<file path="src/rtl/ibex_cheri_mem_resp_tracker_pkg.sv">
// ibex_cheri_mem_resp_tracker_pkg: CHERI exception indices, cause codes and priority encoder.
// IBEX_CHERI_RESP_ADDR_EN adds the per-entry address to resp_entry storage.
package ibex_cheri_mem_resp_tracker_pkg;

  localparam int unsigned CheriExcWidth = 6;

  localparam int unsigned LENGTH_VIOLATION         = 0;
  localparam int unsigned TAG_VIOLATION            = 1;
  localparam int unsigned SEAL_VIOLATION           = 2;
  localparam int unsigned PERMIT_EXECUTE_VIOLATION = 3;
  localparam int unsigned PERMIT_LOAD_VIOLATION    = 4;
  localparam int unsigned PERMIT_STORE_VIOLATION   = 5;

  typedef enum logic [4:0] {
    CheriCauseNone      = 5'h00,
    CheriCauseLength    = 5'h01,
    CheriCauseTag       = 5'h02,
    CheriCauseSeal      = 5'h03,
    CheriCausePermExec  = 5'h11,
    CheriCausePermLoad  = 5'h12,
    CheriCausePermStore = 5'h13
  } cheri_cause_e;

  // Load/store permission bits only matter on the data port, execute only on the fetch port.
  function automatic cheri_cause_e cheri_exc_prio_encode(input logic [CheriExcWidth-1:0] exc,
                                                         input logic we,
                                                         input logic data_mem);
    return exc[TAG_VIOLATION]                               ? CheriCauseTag       :
           exc[SEAL_VIOLATION]                              ? CheriCauseSeal      :
           (~data_mem & exc[PERMIT_EXECUTE_VIOLATION])      ? CheriCausePermExec  :
           (data_mem & ~we & exc[PERMIT_LOAD_VIOLATION])    ? CheriCausePermLoad  :
           (data_mem & we & exc[PERMIT_STORE_VIOLATION])    ? CheriCausePermStore :
           exc[LENGTH_VIOLATION]                            ? CheriCauseLength    :
                                                              CheriCauseNone;
  endfunction

endpackage

</file>
<file path="src/rtl/ibex_cheri_mem_resp_tracker_fifo.sv">
// ibex_cheri_resp_fifo: in-order FIFO with a second, index-addressed write port
// for a late-arriving field that carries its own valid bit per entry.
module ibex_cheri_resp_fifo #(
  parameter int unsigned Depth     = 2,
  parameter int unsigned DataWidth = 1,
  parameter int unsigned LateWidth = 1,
  localparam int unsigned IdxW     = Depth > 1 ? $clog2(Depth) : 1
) (
  input  logic                 clk_i,
  input  logic                 rst_ni,
  input  logic                 push_i,
  input  logic [DataWidth-1:0] push_data_i,
  output logic [IdxW-1:0]      push_idx_o,
  input  logic                 pop_i,
  input  logic                 late_we_i,
  input  logic [IdxW-1:0]      late_idx_i,
  input  logic [LateWidth-1:0] late_data_i,
  output logic [DataWidth-1:0] head_data_o,
  output logic [LateWidth-1:0] head_late_o,
  output logic                 head_late_valid_o,
  output logic                 full_o,
  output logic                 empty_o
);

  localparam int unsigned CntW = $clog2(Depth + 1);

  logic [DataWidth-1:0] data_q [Depth];
  logic [LateWidth-1:0] late_q [Depth];
  logic [Depth-1:0]     late_valid_q;
  logic [IdxW-1:0]      wptr_q, wptr_d, rptr_q, rptr_d;
  logic [CntW-1:0]      cnt_q, cnt_d;
  logic                 push_en, pop_en;

  assign full_o            = cnt_q == CntW'(Depth);
  assign empty_o           = cnt_q == '0;
  assign push_en           = push_i & ~full_o;
  assign pop_en            = pop_i & ~empty_o;
  assign push_idx_o        = wptr_q;
  assign head_data_o       = data_q[rptr_q];
  assign head_late_o       = late_q[rptr_q];
  assign head_late_valid_o = late_valid_q[rptr_q];

  always_comb begin
    wptr_d = push_en ? (wptr_q == IdxW'(Depth - 1) ? '0 : wptr_q + 1'b1) : wptr_q;
    rptr_d = pop_en ? (rptr_q == IdxW'(Depth - 1) ? '0 : rptr_q + 1'b1) : rptr_q;
    cnt_d  = cnt_q + CntW'(push_en) - CntW'(pop_en);
  end

  always_ff @(posedge clk_i or negedge rst_ni) begin
    if (!rst_ni) begin
      wptr_q       <= '0;
      rptr_q       <= '0;
      cnt_q        <= '0;
      late_valid_q <= '0;
    end else begin
      wptr_q <= wptr_d;
      rptr_q <= rptr_d;
      cnt_q  <= cnt_d;
      if (late_we_i) late_valid_q[late_idx_i] <= 1'b1;
      if (push_en) late_valid_q[wptr_q] <= 1'b0;
    end
  end

  always_ff @(posedge clk_i) begin
    if (late_we_i) late_q[late_idx_i] <= late_data_i;
    if (push_en) data_q[wptr_q] <= push_data_i;
  end

endmodule

</file>
<file path="src/rtl/ibex_cheri_mem_resp_tracker.sv">
// ibex_cheri_mem_resp_tracker: pairs bus responses with their CHERI check results.
// IBEX_CHERI_RESP_ADDR_EN enables per-entry address storage for resp_addr_o.
module ibex_cheri_mem_resp_tracker
  import ibex_cheri_mem_resp_tracker_pkg::*;
#(
  parameter int unsigned MaxOutstanding = 2,
  parameter bit          DataMem        = 1'b1
) (
  input  logic                     clk_i,
  input  logic                     rst_ni,
  input  logic                     req_i,
  input  logic                     gnt_i,
  input  logic [31:0]              addr_i,
  input  logic                     we_i,
  input  logic [CheriExcWidth-1:0] cheri_mem_exc_i,
  input  logic                     instr_upper_exc_i,
  input  logic                     rvalid_i,
  input  logic                     err_i,
  output logic                     full_o,
  output logic                     busy_o,
  output logic                     resp_valid_o,
  output logic                     resp_cheri_exc_o,
  output logic [4:0]               resp_cause_o,
  output logic                     resp_upper_only_o,
  output logic                     resp_bus_err_o,
  output logic [31:0]              resp_addr_o,
  output logic                     resp_squash_o
);

  localparam int unsigned IdxW = MaxOutstanding > 1 ? $clog2(MaxOutstanding) : 1;
`ifdef IBEX_CHERI_RESP_ADDR_EN
  localparam int unsigned DataW = 33;
`else
  localparam int unsigned DataW = 1;
`endif

  logic                   push, pop, empty, head_late_valid;
  logic                   cap_pending_q, cap_pending_d;
  logic [IdxW-1:0]        push_idx, cap_idx_q, cap_idx_d;
  logic [DataW-1:0]       push_data, head_data;
  logic [CheriExcWidth:0] head_late, exc_src;
  cheri_cause_e           cause, cause_d, resp_cause_q;
  logic                   upper_only, cheri_exc;
  logic [31:0]            fault_addr, resp_addr_q;
  logic                   resp_valid_q, resp_exc_q, resp_upper_q, resp_err_q, resp_squash_q;

  assign push   = req_i & gnt_i & ~full_o;
  assign pop    = rvalid_i & ~empty;
  assign busy_o = ~empty;

  ibex_cheri_resp_fifo #(
    .Depth    (MaxOutstanding),
    .DataWidth(DataW),
    .LateWidth(CheriExcWidth + 1)
  ) u_fifo (
    .clk_i,
    .rst_ni,
    .push_i           (push),
    .push_data_i      (push_data),
    .push_idx_o       (push_idx),
    .pop_i            (pop),
    .late_we_i        (cap_pending_q),
    .late_idx_i       (cap_idx_q),
    .late_data_i      ({instr_upper_exc_i, cheri_mem_exc_i}),
    .head_data_o      (head_data),
    .head_late_o      (head_late),
    .head_late_valid_o(head_late_valid),
    .full_o           (full_o),
    .empty_o          (empty)
  );

  // A head without captured exceptions was granted last cycle, so its check result is still on the inputs.
  always_comb begin
    exc_src       = head_late_valid ? head_late : {instr_upper_exc_i, cheri_mem_exc_i};
    cause         = cheri_exc_prio_encode(exc_src[CheriExcWidth-1:0], head_data[0], DataMem);
    upper_only    = ~DataMem & exc_src[CheriExcWidth] & (cause == CheriCauseNone);
    cheri_exc     = (cause != CheriCauseNone) | upper_only;
    cause_d       = upper_only ? CheriCauseLength : cause;
    cap_pending_d = push;
    cap_idx_d     = push ? push_idx : cap_idx_q;
  end

`ifdef IBEX_CHERI_RESP_ADDR_EN
  assign push_data  = {addr_i, we_i};
  assign fault_addr = cheri_exc ? head_data[32:1] | {30'b0, upper_only, 1'b0} : '0;
`else
  logic unused_addr;
  assign unused_addr = ^addr_i;
  assign push_data   = we_i;
  assign fault_addr  = '0;
`endif

  always_ff @(posedge clk_i or negedge rst_ni) begin
    if (!rst_ni) begin
      cap_pending_q <= 1'b0;
      cap_idx_q     <= '0;
      resp_valid_q  <= 1'b0;
      resp_exc_q    <= 1'b0;
      resp_cause_q  <= CheriCauseNone;
      resp_upper_q  <= 1'b0;
      resp_err_q    <= 1'b0;
      resp_addr_q   <= '0;
      resp_squash_q <= 1'b0;
    end else begin
      cap_pending_q <= cap_pending_d;
      cap_idx_q     <= cap_idx_d;
      resp_valid_q  <= pop;
      resp_exc_q    <= pop & cheri_exc;
      resp_cause_q  <= pop ? cause_d : CheriCauseNone;
      resp_upper_q  <= pop & upper_only;
      resp_err_q    <= pop & err_i;
      resp_addr_q   <= pop ? fault_addr : '0;
      resp_squash_q <= pop & ((cheri_exc & ~upper_only) | err_i);
    end
  end

  assign resp_valid_o      = resp_valid_q;
  assign resp_cheri_exc_o  = resp_exc_q;
  assign resp_cause_o      = resp_cause_q;
  assign resp_upper_only_o = resp_upper_q;
  assign resp_bus_err_o    = resp_err_q;
  assign resp_addr_o       = resp_addr_q;
  assign resp_squash_o     = resp_squash_q;

  a_no_push_when_full : assert property (@(posedge clk_i) disable iff (!rst_ni)
    !(req_i & gnt_i & full_o));
  a_no_rvalid_when_empty : assert property (@(posedge clk_i) disable iff (!rst_ni)
    !(rvalid_i & empty & ~(req_i & gnt_i)));

endmodule

</file>
<file path="config.mk">
export PLATFORM = sky130hd
export DESIGN_NAME = ibex_cheri_mem_resp_tracker
export DESIGN_NICKNAME = d
export VERILOG_FILES = /design/src/rtl/ibex_cheri_mem_resp_tracker_pkg.sv /design/src/rtl/ibex_cheri_mem_resp_tracker_fifo.sv /design/src/rtl/ibex_cheri_mem_resp_tracker.sv
export SDC_FILE = /design/constraint.sdc
export NUM_CORES = 1
export LEC_CHECK = 0
export CORE_MARGIN = 2
export CORE_UTILIZATION = 61
export CTS_CLUSTER_SIZE = 24
export DETAILED_ROUTE_END_ITERATION = 7
export DONT_BUFFER_PORTS = 1
export PLACE_DENSITY = 0.77
export SETUP_SLACK_MARGIN = 0.02
export SYNTH_ARGS = -nofsm -noshare
export SYNTH_HDL_FRONTEND = slang
export SYNTH_SLANG_ARGS = --single-unit
</file>
<file path="constraint.sdc">
create_clock -name clk_i -period 2.3 [get_ports clk_i]
set_input_delay 0.115 -clock clk_i [delete_from_list [all_inputs] [get_ports clk_i]]
set_output_delay 0.115 -clock clk_i [all_outputs]
set_load 0.01 [all_outputs]
</file>
Yosys cells after proc, flatten, opt, wreduce, memory -nomap -nowiden:

Memories as Yosys holds them, arrays and structs flattened.
Cells that the tools add are included.

* bits in registers: 17
* memory bits (writable): 16
* input bits: 46
* output and inout bits: 44
* logic and storage cells: 65
* memories kept: 2

* add/sub/neg operators: 4
* magnitude comparators: 5
* equality and inequality tests: 1
* mux-type cells: 21
* bitwise operators: 17
* reduce and logical (&&, ||, !) cells: 4

Memories
* u_fifo.late_q: words 2, bits a word 7, read ports 1, clocked after Yosys merged registers in 0, write ports 1, RTL line ibex_cheri_mem_resp_tracker_fifo.sv:28 `logic [LateWidth-1:0] late_q [Depth];`
* u_fifo.data_q: words 2, bits a word 1, read ports 1, clocked after Yosys merged registers in 0, write ports 1, RTL line ibex_cheri_mem_resp_tracker_fifo.sv:27 `logic [DataWidth-1:0] data_q [Depth];`

Operator list (count)
* 5-bit two-way mux: 5
* 1-bit two-way mux: 11
* 1-bit AND: 10
* 1-bit by 2-bit < comparator with 1-bit output (second input constant): 3
* 6-bit two-way mux: 1
* 5-bit nonzero test: 1
* 2-bit two-way mux: 2
* 1-bit inverter: 3
* 1-bit adder (second input constant): 2
* 2-bit by 1-bit adder with 2-bit output: 1
* 2-bit AND: 1
* 1-bit demux with 1-bit select: 2
* 2-bit equality test (second input constant): 1
* 1-bit >= comparator (second input constant): 2
* 1-bit logical AND: 2
* 2-bit zero test: 1
* 2-bit inverter: 1
* 2-bit OR: 1
* 2-bit by 1-bit subtractor with 2-bit output: 1
* 1-bit OR: 1

Longest topological paths before layout:

Gate-level depths: netlist (run 1).

* depth after elaboration: 11
* gate-level depth with buffers: 8

Modules after synthesis:

A second synthesis (run 1) with hierarchy kept.

* cell total of the unflattened synthesis: 126
* area, all modules: 1574.0 um^2

Modules (own cells, without submodules)
* ibex_cheri_resp_fifo: times used 1, cells each 51, area an instance 879.6 um^2, sequential area each 630.6 um^2
* ibex_cheri_mem_resp_tracker: times used 1, cells each 75, area an instance 694.4 um^2, sequential area each 225.2 um^2

Worst setup path before layout (run 1):

Ideal clock, no wire load.

* path type: register to register
* start: reg u_fifo.cnt_q[1]
* end: reg u_fifo.cnt_q[1]
* library setup time: 123 ps
* arrival time: 1606 ps
* data required time: 2177 ps
* setup slack: 571 ps
* stages on the path, launching flop included: 9
* period minus slack after synthesis: 1729 ps
* cell sequence: dfrtp_1 > or2_1 > nand2_1 > inv_1 > ha_1 > inv_1 > ha_1 > xnor2_1 > xnor2_1

* elaborated cells on any way between the ends: 10
* those cells by class: add/sub (2); eq/ne (1); bitwise (6); reduce/logical (1)

RTL lines
* start: declaration: RTL line ibex_cheri_mem_resp_tracker_fifo.sv:31 `logic [CntW-1:0] cnt_q, cnt_d;`
* start signal: assignment: RTL line ibex_cheri_mem_resp_tracker_fifo.sv:58 `cnt_q <= cnt_d;`
* 2-bit zero test: RTL line ibex_cheri_mem_resp_tracker_fifo.sv:35 `assign empty_o = cnt_q == '0;`
* 1-bit inverter
* net busy_o: RTL line ibex_cheri_mem_resp_tracker.sv:20 `output logic busy_o,`
* 1-bit AND: RTL line ibex_cheri_mem_resp_tracker.sv:48 `assign pop = rvalid_i & ~empty;`
* net pop: RTL line ibex_cheri_mem_resp_tracker.sv:37 `logic push, pop, empty, head_late_valid;`
* 1-bit AND: RTL line ibex_cheri_mem_resp_tracker_fifo.sv:37 `assign pop_en = pop_i & ~empty_o;`
* 2-bit by 1-bit subtractor with 2-bit output: RTL line ibex_cheri_mem_resp_tracker_fifo.sv:46 `cnt_d = cnt_q + CntW'(push_en) - CntW'(pop_en);`
* net u_fifo.cnt_d[1]: RTL line ibex_cheri_mem_resp_tracker_fifo.sv:31

The timed path passes the listed nets, and every way through them passes these cells.
A chain may end at the register's enable or synchronous reset.

Final worst setup path (run 1):

Ends and elaborated chain as after synthesis.

==> flow_metrics.tcl, run 1 <==
set metrics [dict create \
    outcome "complete, no violations" \
    layout-drive-gt1-share_pct 5.26 \
    relSlewSlack_pct 53.4 \
    ys_ff_latch 27 \
    synth_largest_area_cell "dfrtp_1" \
    drc 0 \
    die_area_um2 2750 \
    ys.flop_type "dfrtp_1" \
    syn_avg_cell_area_um2 11.9 \
    totalWireLength_mm 2.21 \
    fp.dieW_um 52.5 \
    vias 759 \
    fp-row-count 17 \
    grt_pass1_vias 737 \
    root_buffer "clkbuf_4" \
    vias_per_cell 4.71 \
    crit_arrival_ps 2210 \
    dp_hpwl_mm 1.60 \
    critical_path.max_stage_delay_ps 430 \
    fin_crit_sh_pct 84.8 \
    static-leakage-power_nw 0.678 \
    slowest_stage "dfrtp_1" \
    crit_required_ps 2560 \
    grt_antenna_before_repair 0 \
    maxCapViolations 0 \
    drt-pass1-iter-count 3 \
    peakVddDrop_v 0.000751 \
    htree_levels 1 \
    start_util_pct 64.8 \
    start_kind "flop" \
    async_flop_share_pct 55.6 \
    worstSetupPathType "reg -> reg" \
    crit_fanout 5 \
    track_usage_pct 18.0 \
    grt_max_degree 16 \
    port_buffers 0 \
    final_cells 161 \
    worstPathCellList "or2_1 > nand2_1 > inv_1 > ha_1 > inv_1 > ha_1 > xnor2_1 > xnor2_1" \
    postCtsSetupBuffers 0 \
    tns_ps 0 \
    fillers 187 \
    ioPinCount 90 \
    max_freq_ghz 0.513 \
    final_util_pct 65.7 \
    cts_tree "yes" \
    ys_warn_count 0 \
    setup_viol 0 \
    ant_nets 0 \
    regArea_um2 736 \
    synthesis.area_um2 1430 \
    gp_congestion 0.751 \
    drt_iter0_drc 8 \
    drv_slew 0 \
    area_growth_pct 1.31 \
    ctsResizeCount 0 \
    rsz0062_at_grt "no" \
    grt.overflow.total 0 \
    r2r_start "u_fifo.cnt_q[1]" \
    die_h_um 52.5 \
    clock-sinks 27 \
    grt_first_pass_wirelength_mm 3.53 \
    dp.cells 145 \
    insertion_delay_ps 330 \
    cts_buffer_depth 2 \
    cts_buffers 3 \
    core_area_um2 2210 \
    synth_common_cells "buf_4, dfrtp_1, edfxtp_1, mux2i_1, nor2_1" \
    finalHoldViolCount 0 \
    synth_edf_count 12 \
    post-route-min-period_ps 1950 \
    multi_input_area_um2 513 \
    p_per_area_nw_per_um2 1050 \
    clk_pin_slew_ps 140 \
    synth.distinct_cells 25 \
    synth_top_cells_by_area "dfrtp_1, edfxtp_1, buf_4" \
    routedWlPerCell_um 13.7 \
    yosysMostFrequentCell "buf_4" \
    synthCells 121 \
    cp-end-kind "flop" \
    clock_skew_ps 6.91 \
    seq_area_frac_synth_pct 51.3 \
    critical_path.startpoint "u_fifo.cnt_q[1]" \
    worstMarginPinSlew_ps 696 \
    antenna_cells 0 \
    nNetsFinal 182 \
    yosys.area.top_type_share_pct 26.2 \
    min_from "req_i" \
    min_path_type "in -> reg" \
]
==> worst max-delay path: cells and delay by family (launching register included) <==
family                   cells  cell delay, ps
XOR/XNOR                     2             340
adder cells (fa/ha/maj)      2             470
AND/OR/NAND/NOR              2             490
flip-flops                   1             430
buffers and inverters        2             150
==> sequential cells by signal (all words and copies together), names as in the netlist <==
name                 flops
u_fifo.late_q           10
resp_cause_o             3
u_fifo.cnt_q             2
u_fifo.data_q            2
u_fifo.late_valid_q      2
cap_idx_q                1
cap_pending_q            1
resp_bus_err_o           1
resp_cheri_exc_o         1
resp_squash_o            1
resp_valid_o             1
u_fifo.push_idx_o        1
u_fifo.rptr_q            1
==> power by group <==
part           switching [mW]  internal [mW]
Combinational           0.273          0.238
Sequential              0.159          0.642
Clock                   0.139         0.0680
==> repair_timing <==
action                                  in CTS  in global routing
endpoints found under the setup margin       0                  0
endpoints found under the hold margin       30                  0
hold buffers                                12                  0
==> final cells by class <==
| type | instances | share of cell area [%] |
|---|---|---|
| Tap cell | 28 | 2.41 |
| Inverter | 6 | 1.55 |
| Timing Repair Buffer | 12 | 8.27 |
| Multi-Input combinational cell | 84 | 35.3 |
| Clock buffer | 4 | 1.81 |
| Sequential cell | 27 | 50.6 |
==> cells in the final DEF, fill, tap and decap left out, types with 3 or more instances in the layout <==
master | synthesis | layout
nor2_1 | 8 | 8
nor2b_1 | 3 | 3
mux2i_1 | 11 | 11
nand2_1 | 3 | 3
xnor2_1 | 3 | 3
dfrtp_1 | 15 | 15
inv_1 | 6 | 6
edfxtp_1 | 12 | 12
dlygate4sd3_1 | 0 | 12
conb_1 | 1 | 35
clkbuf_4 | 0 | 3
a21oi_1 | 3 | 3
==> worst paths after layout <==
| kind | endpoint | slack, ps | cells past startpoint |
|---|---|---|---|
| max in group asynchronous | cap_pending_q | 1610 | 1 |
| hold / removal | u_fifo.late_valid_q[0] | 70 | 3 |
| setup reg to reg | u_fifo.cnt_q[1] | 350 | 8 |
| min in group asynchronous | resp_cause_o[4] | 250 | 1 |
| hold reg to reg | u_fifo.push_idx_o | 540 | 1 |
| setup / recovery | u_fifo.cnt_q[1] | 350 | 8 |
==> layer usage <==
metal  GRT usage [%]  up-vias  part of all wire (%)  wire length [um]
met5               0        -                     0                 0
met4            5.13        0                   1.0                23
met3            3.14        2                   5.1               112
met2            31.3       29                    54              1190
met1            23.0      371                    40               884
li1                -      357                     -                 -
==> cell families (layout without fill, tap and decap cells) <==
| kind of cell | after synthesis | in the layout | synth area share (%) |
|---|---|---|---|
| xor gates and xnor gates | 4 | 4 | 2.44 |
| DFF | 27 | 27 | 51.3 |
| other | 1 | 35 | 0.262 |
| buffers and inverters | 44 | 22 | 21.8 |
| and+or+nand+nor | 24 | 24 | 9.42 |
| AOI/OAI and AO/OA | 7 | 7 | 4.54 |
| adders and majority gates | 2 | 2 | 1.74 |
| muxes | 12 | 12 | 8.46 |
==> metrics by stage <==
stage          hold slack [ps]  area, um^2  power, mW  setup WS (ps)
6_report                  70.9        1450       1.52            351
4_1_cts                   60.9        1450       1.53            350
5_1_grt                   83.3        1450       1.63            202
3_3_place_gp              -180        1310       1.27            465
3_5_place_dp              -180        1310       1.30            385
2_1_floorplan             -181        1560       1.28            571
Power figures use the tool's default switching activity.
==> inputs of run 2 (changes only) <==
- clock period: 2.3 -> 1.8 ns (I/O delays scaled with it)
==> flow_metrics.tcl, run 2 (synthesis results as in run 1) <==
set metrics [dict create \
    vias 786 \
    fillers 170 \
    fin_crit_sh_pct 92.6 \
    min_from "req_i" \
    drv_slew 0 \
    cp_num_buf_inv 2 \
    fin_area_um2 1500 \
    mostFrequentLayoutCells "conb_1, dfrtp_1, dlygate4sd3_1, edfxtp_1, mux2i_1" \
    totalWireLength_mm 2.16 \
    worstPathCellList "or2_1 > buf_4 > and3_1 > dlygate4sd3_1" \
    largest_register_ffs 10 \
    rrSetupSlack_ps 130 \
    r2r_start "u_fifo.cnt_q[0]" \
    nNetsFinal 187 \
    dpl_worst_slack_ps 104 \
    gp_congestion 0.773 \
    outcome "complete, no violations" \
    layout-drive-gt1-share_pct 12.3 \
    clock_skew_ps 1.58 \
    crit_arrival_ps 1890 \
    grt_pass1_vias 737 \
    tns_ps 0 \
    clk_pin_slew_ps 140 \
    path_depth 4 \
    relSlewSlack_pct 55.8 \
    ioPinCount 90 \
    final_common_cell "conb_1" \
    worstSetupPathType "reg -> reg" \
    dp_hpwl_mm 1.56 \
    root_buffer "clkbuf_4" \
    drt-pass1-iter-count 4 \
    peakVddDrop_v 0.000722 \
    htree_levels 1 \
    area_growth_pct 4.54 \
    static-leakage-power_nw 0.701 \
    crit_required_ps 2020 \
    grt_antenna_before_repair 0 \
    cp-end-kind "flop" \
    port_buffers 0 \
    worst-r2r-cell-count 4 \
    clock-sinks 27 \
    vias_per_cell 4.73 \
    cp-endpoint "resp_bus_err_o" \
    drt_iter0_drc 13 \
    setup_viol 0 \
    grt_max_degree 16 \
    place_area_um2 1330 \
    antenna_cells 0 \
    slowest_stage "dlygate4sd3_1" \
    track_usage_pct 17.3 \
    worstMarginPinSlew_ps 661 \
    max_freq_ghz 0.600 \
    maxCapViolations 0 \
    core_area_um2 2210 \
    die_area_um2 2750 \
    critical_path.startpoint "u_fifo.cnt_q[0]" \
    multi_input_area_um2 520 \
    p_per_area_nw_per_um2 1350 \
    ant_nets 0 \
    regArea_um2 736 \
    fp-row-count 17 \
    start_util_pct 64.8 \
    start_kind "flop" \
    cts_buffer_depth 2 \
    drc 0 \
    critical_path.max_stage_delay_ps 560 \
    largest_register "u_fifo.late_q" \
    crit_fanout 3 \
    insertion_delay_ps 320 \
    routedWlPerCell_um 13.0 \
    worst_slack_ps 133 \
    grt_first_pass_wirelength_mm 3.40 \
    cts_tree "yes" \
    critPathTopFamily "buffers and inverters" \
    fp.dieW_um 52.5 \
    cts_buffers 3 \
    finalHoldViolCount 0 \
    rsz0062_at_grt "no" \
    die_h_um 52.5 \
    min_path_type "in -> reg" \
    post-route-min-period_ps 1670 \
    grt.overflow.total 0 \
    totalPowerFinal_mw 2.02 \
    rr_endpoint "resp_bus_err_o" \
]
## run 2: per-stage QoR
stage	hold WS (ps)	std cells	util, %
2_1_floorplan	-206	155	-
3_3_place_gp	-205	148	60.1
3_5_place_dp	-205	148	60.1
4_1_cts	19.9	164	66.7
5_1_grt	48.1	166	67.8
6_report	24.2	166	67.8
## run 2: worst min path at each step
stage	to	slack, ps	cells after the start
final	u_fifo.late_valid_q[0]	20	3
after global routing	u_fifo.late_valid_q[0]	50	3
after CTS	u_fifo.late_valid_q[0]	20	3
after detailed placement	resp_cause_o[0]	-210	0
after global placement	resp_cause_o[4]	-210	0
after floorplan	cap_idx_q	-210	0
## run 2: cell type report
cell class / count / area share (%)
Clock inverter: 1 / 0.334
Tap cell: 28 / 2.34
Sequential cell: 27 / 49.1
Inverter: 6 / 1.50
Multi-Input combinational cell: 84 / 34.7
Timing Repair Buffer: 17 / 10.5
Clock buffer: 3 / 1.50
## run 2: metal layers
metal	global-route usage [%]	up-vias	wire length, um
li1	-	365	-
met1	20.5	371	875
met2	29.6	42	1100
met3	4.86	8	138
met4	6.41	0	53
met5	0	-	0
## run 2: repair_timing
item	4_1_cts	5_1_grt
hold buffers	12	0
gates resized for setup	0	4
buffers inserted	0	2
setup endpoints to repair	0	1
endpoints found under the hold margin	31	0
## run 2: report_power, final
part           leakage (nW)  total, mW  switching (mW)  internal [mW]
Sequential            0.295      0.997           0.176          0.821
Clock                0.0177      0.257           0.174         0.0833
Combinational         0.389      0.762           0.391          0.371
Total                 0.701       2.02           0.742           1.28
## run 2: worst min-delay path, stage by stage
cell     delay, ps
nand2_1         60
nor3_1          60
nor2_1         100
==> inputs of run 3 (changes only) <==
- GPL_TIMING_DRIVEN: not set -> 0
==> flow_metrics.tcl, run 3 (synthesis results as in run 1) <==
set metrics [dict create \
    mostFrequentLayoutCells "buf_4, conb_1, dfrtp_1" \
    layout-drive-gt1-share_pct 30.6 \
    outcome "complete, no violations" \
    maxCapViolations 0 \
    core_area_um2 2210 \
    drt-pass1-iter-count 4 \
    static-leakage-power_nw 0.901 \
    routedWlPerCell_um 12.3 \
    gp_congestion 0.769 \
    rsz0062_at_grt "no" \
    grt_antenna_before_repair 0 \
    fp.dieW_um 52.5 \
    area_growth_pct 24.2 \
    clk_pin_slew_ps 140 \
    final_util_pct 80.5 \
    max_freq_ghz 0.590 \
    clock_skew_ps 3.74 \
    critical_path.max_stage_delay_ps 420 \
    drv_slew 0 \
    insertion_delay_ps 320 \
    fin_area_um2 1780 \
    grt_pass1_vias 831 \
    crit_required_ps 2050 \
    peakVddDrop_v 0.000926 \
    htree_levels 1 \
    vias_per_cell 4.44 \
    relSlewSlack_pct 56.5 \
    track_usage_pct 19.1 \
    grt_max_degree 16 \
    start_kind "flop" \
    port_buffers 0 \
    slowest_stage "dfrtp_1" \
    largest_register "u_fifo.late_q" \
    crit_fanout 5 \
    cp_num_buf_inv 2 \
    nNetsFinal 222 \
    fin_crit_sh_pct 94.1 \
    ioPinCount 90 \
    clock-sinks 27 \
    crit_arrival_ps 1950 \
    grt_first_pass_wirelength_mm 3.76 \
    die_area_um2 2750 \
    cp-end-kind "flop" \
    start_util_pct 64.8 \
    worstSetupPathType "reg -> reg" \
    largest_register_ffs 10 \
    post-route-min-period_ps 1690 \
    fp-row-count 17 \
    cts_tree "yes" \
    root_buffer "clkbuf_4" \
    die_h_um 52.5 \
    worstMarginPinSlew_ps 650 \
    fin_hold_ws_ps 48.9 \
    grt.overflow.total 0 \
    final_common_cell "buf_4" \
    cts_buffers 3 \
    setup_viol 0 \
    antenna_cells 0 \
    ant_nets 0 \
    critPathTopFamily "adder cells" \
    drt_iter0_drc 10 \
    min_path_type "in -> reg" \
    worstPathCellList "or2_4 > nand2_4 > inv_2 > ha_1 > inv_1 > ha_2 > xnor2_2 > xnor2_1" \
    dp_hpwl_mm 1.77 \
    totalWireLength_mm 2.47 \
    vias 893 \
    cts_buffer_depth 2 \
    place_area_um2 1600 \
    p_per_area_nw_per_um2 1210 \
    finalHoldViolCount 0 \
    drc 0 \
]
run 3: changes by cell type in the layout (fill, tap and decap cells not counted):
cell and delta:
buf_6 +2, clkbuf_1 +1, or2_4 +1, or2_1 -1, xnor2_1 -1, buf_2 +1, clkinv_2 -1, nand2_4 +1
nand2_2 -1, xnor2_2 +1, buf_4 +32
run 3: repair_timing:
item / in CTS / in global routing
cloned: 0 / 0
hold endpoints to repair: 34 / 0
gates resized for setup: 2 / 5
pin swaps: 0 / 4
endpoints found under the setup margin: 1 / 1
hold buffers: 12 / 0
buffers inserted: 1 / 1
run 3: per-stage QoR:
| stage | worst slack (ps) | instances | TNS, ps | total power, mW |
|---|---|---|---|---|
| detailed placement | -73.6 | 183 | -73.6 | 1.78 |
| global route | 17.2 | 201 | 0 | 2.28 |
| global placement | -36.4 | 183 | -36.4 | 1.74 |
| CTS | 36.4 | 200 | 0 | 2.09 |
| floorplan | 71.3 | 155 | 0 | 1.64 |
| finish | 105 | 201 | 0 | 2.15 |
run 3: layout make-up:
cell class / count / area, um^2
multi-input cells: 84 / 536
inverters: 6 / 22.5
fillers: 144 / 432
plain buffers: 38 / 290
flip-flops and latches: 27 / 736
repair buffers: 14 / 135
well taps: 28 / 35.0
clock buffers: 4 / 26.3
run 3: metal layers:
metal / track usage, % / vias to the layer above / share of wire (%) / wire length [um]
li1: - / 437 / - / -
met5: 0 / - / 0 / 0
met4: 8.97 / 0 / 2.0 / 49
met2: 33.8 / 38 / 54 / 1330
met3: 4.00 / 6 / 5.9 / 145
met1: 21.8 / 412 / 38 / 939
run 3: power breakdown:
group          internal [mW]  switching, mW  leakage (nW)  total, mW
registers              0.821          0.101         0.295      0.922
logic                  0.460          0.514         0.591      0.973
clock network         0.0867          0.168        0.0150      0.254
total                   1.37          0.782         0.901       2.15
run 3: path summary, 6_finish.rpt:
kind                              startpoint                endpoint  slack [ps]  cells past startpoint
max                          u_fifo.cnt_q[0]         u_fifo.cnt_q[1]         110                      8
min in group asynchronous             rst_ni         resp_cause_o[4]         220                      1
max in group asynchronous             rst_ni  u_fifo.late_valid_q[1]        1170                      1
max reg2reg                  u_fifo.cnt_q[0]         u_fifo.cnt_q[1]         110                      8
min reg2reg                u_fifo.push_idx_o       u_fifo.push_idx_o         530                      1
min                                    req_i  u_fifo.late_valid_q[0]          50                      3
run 3: worst min-delay path, cell delays in order:
cell     delay (ps)
nand2_1          70
nor3_1           70
nor2_1          110
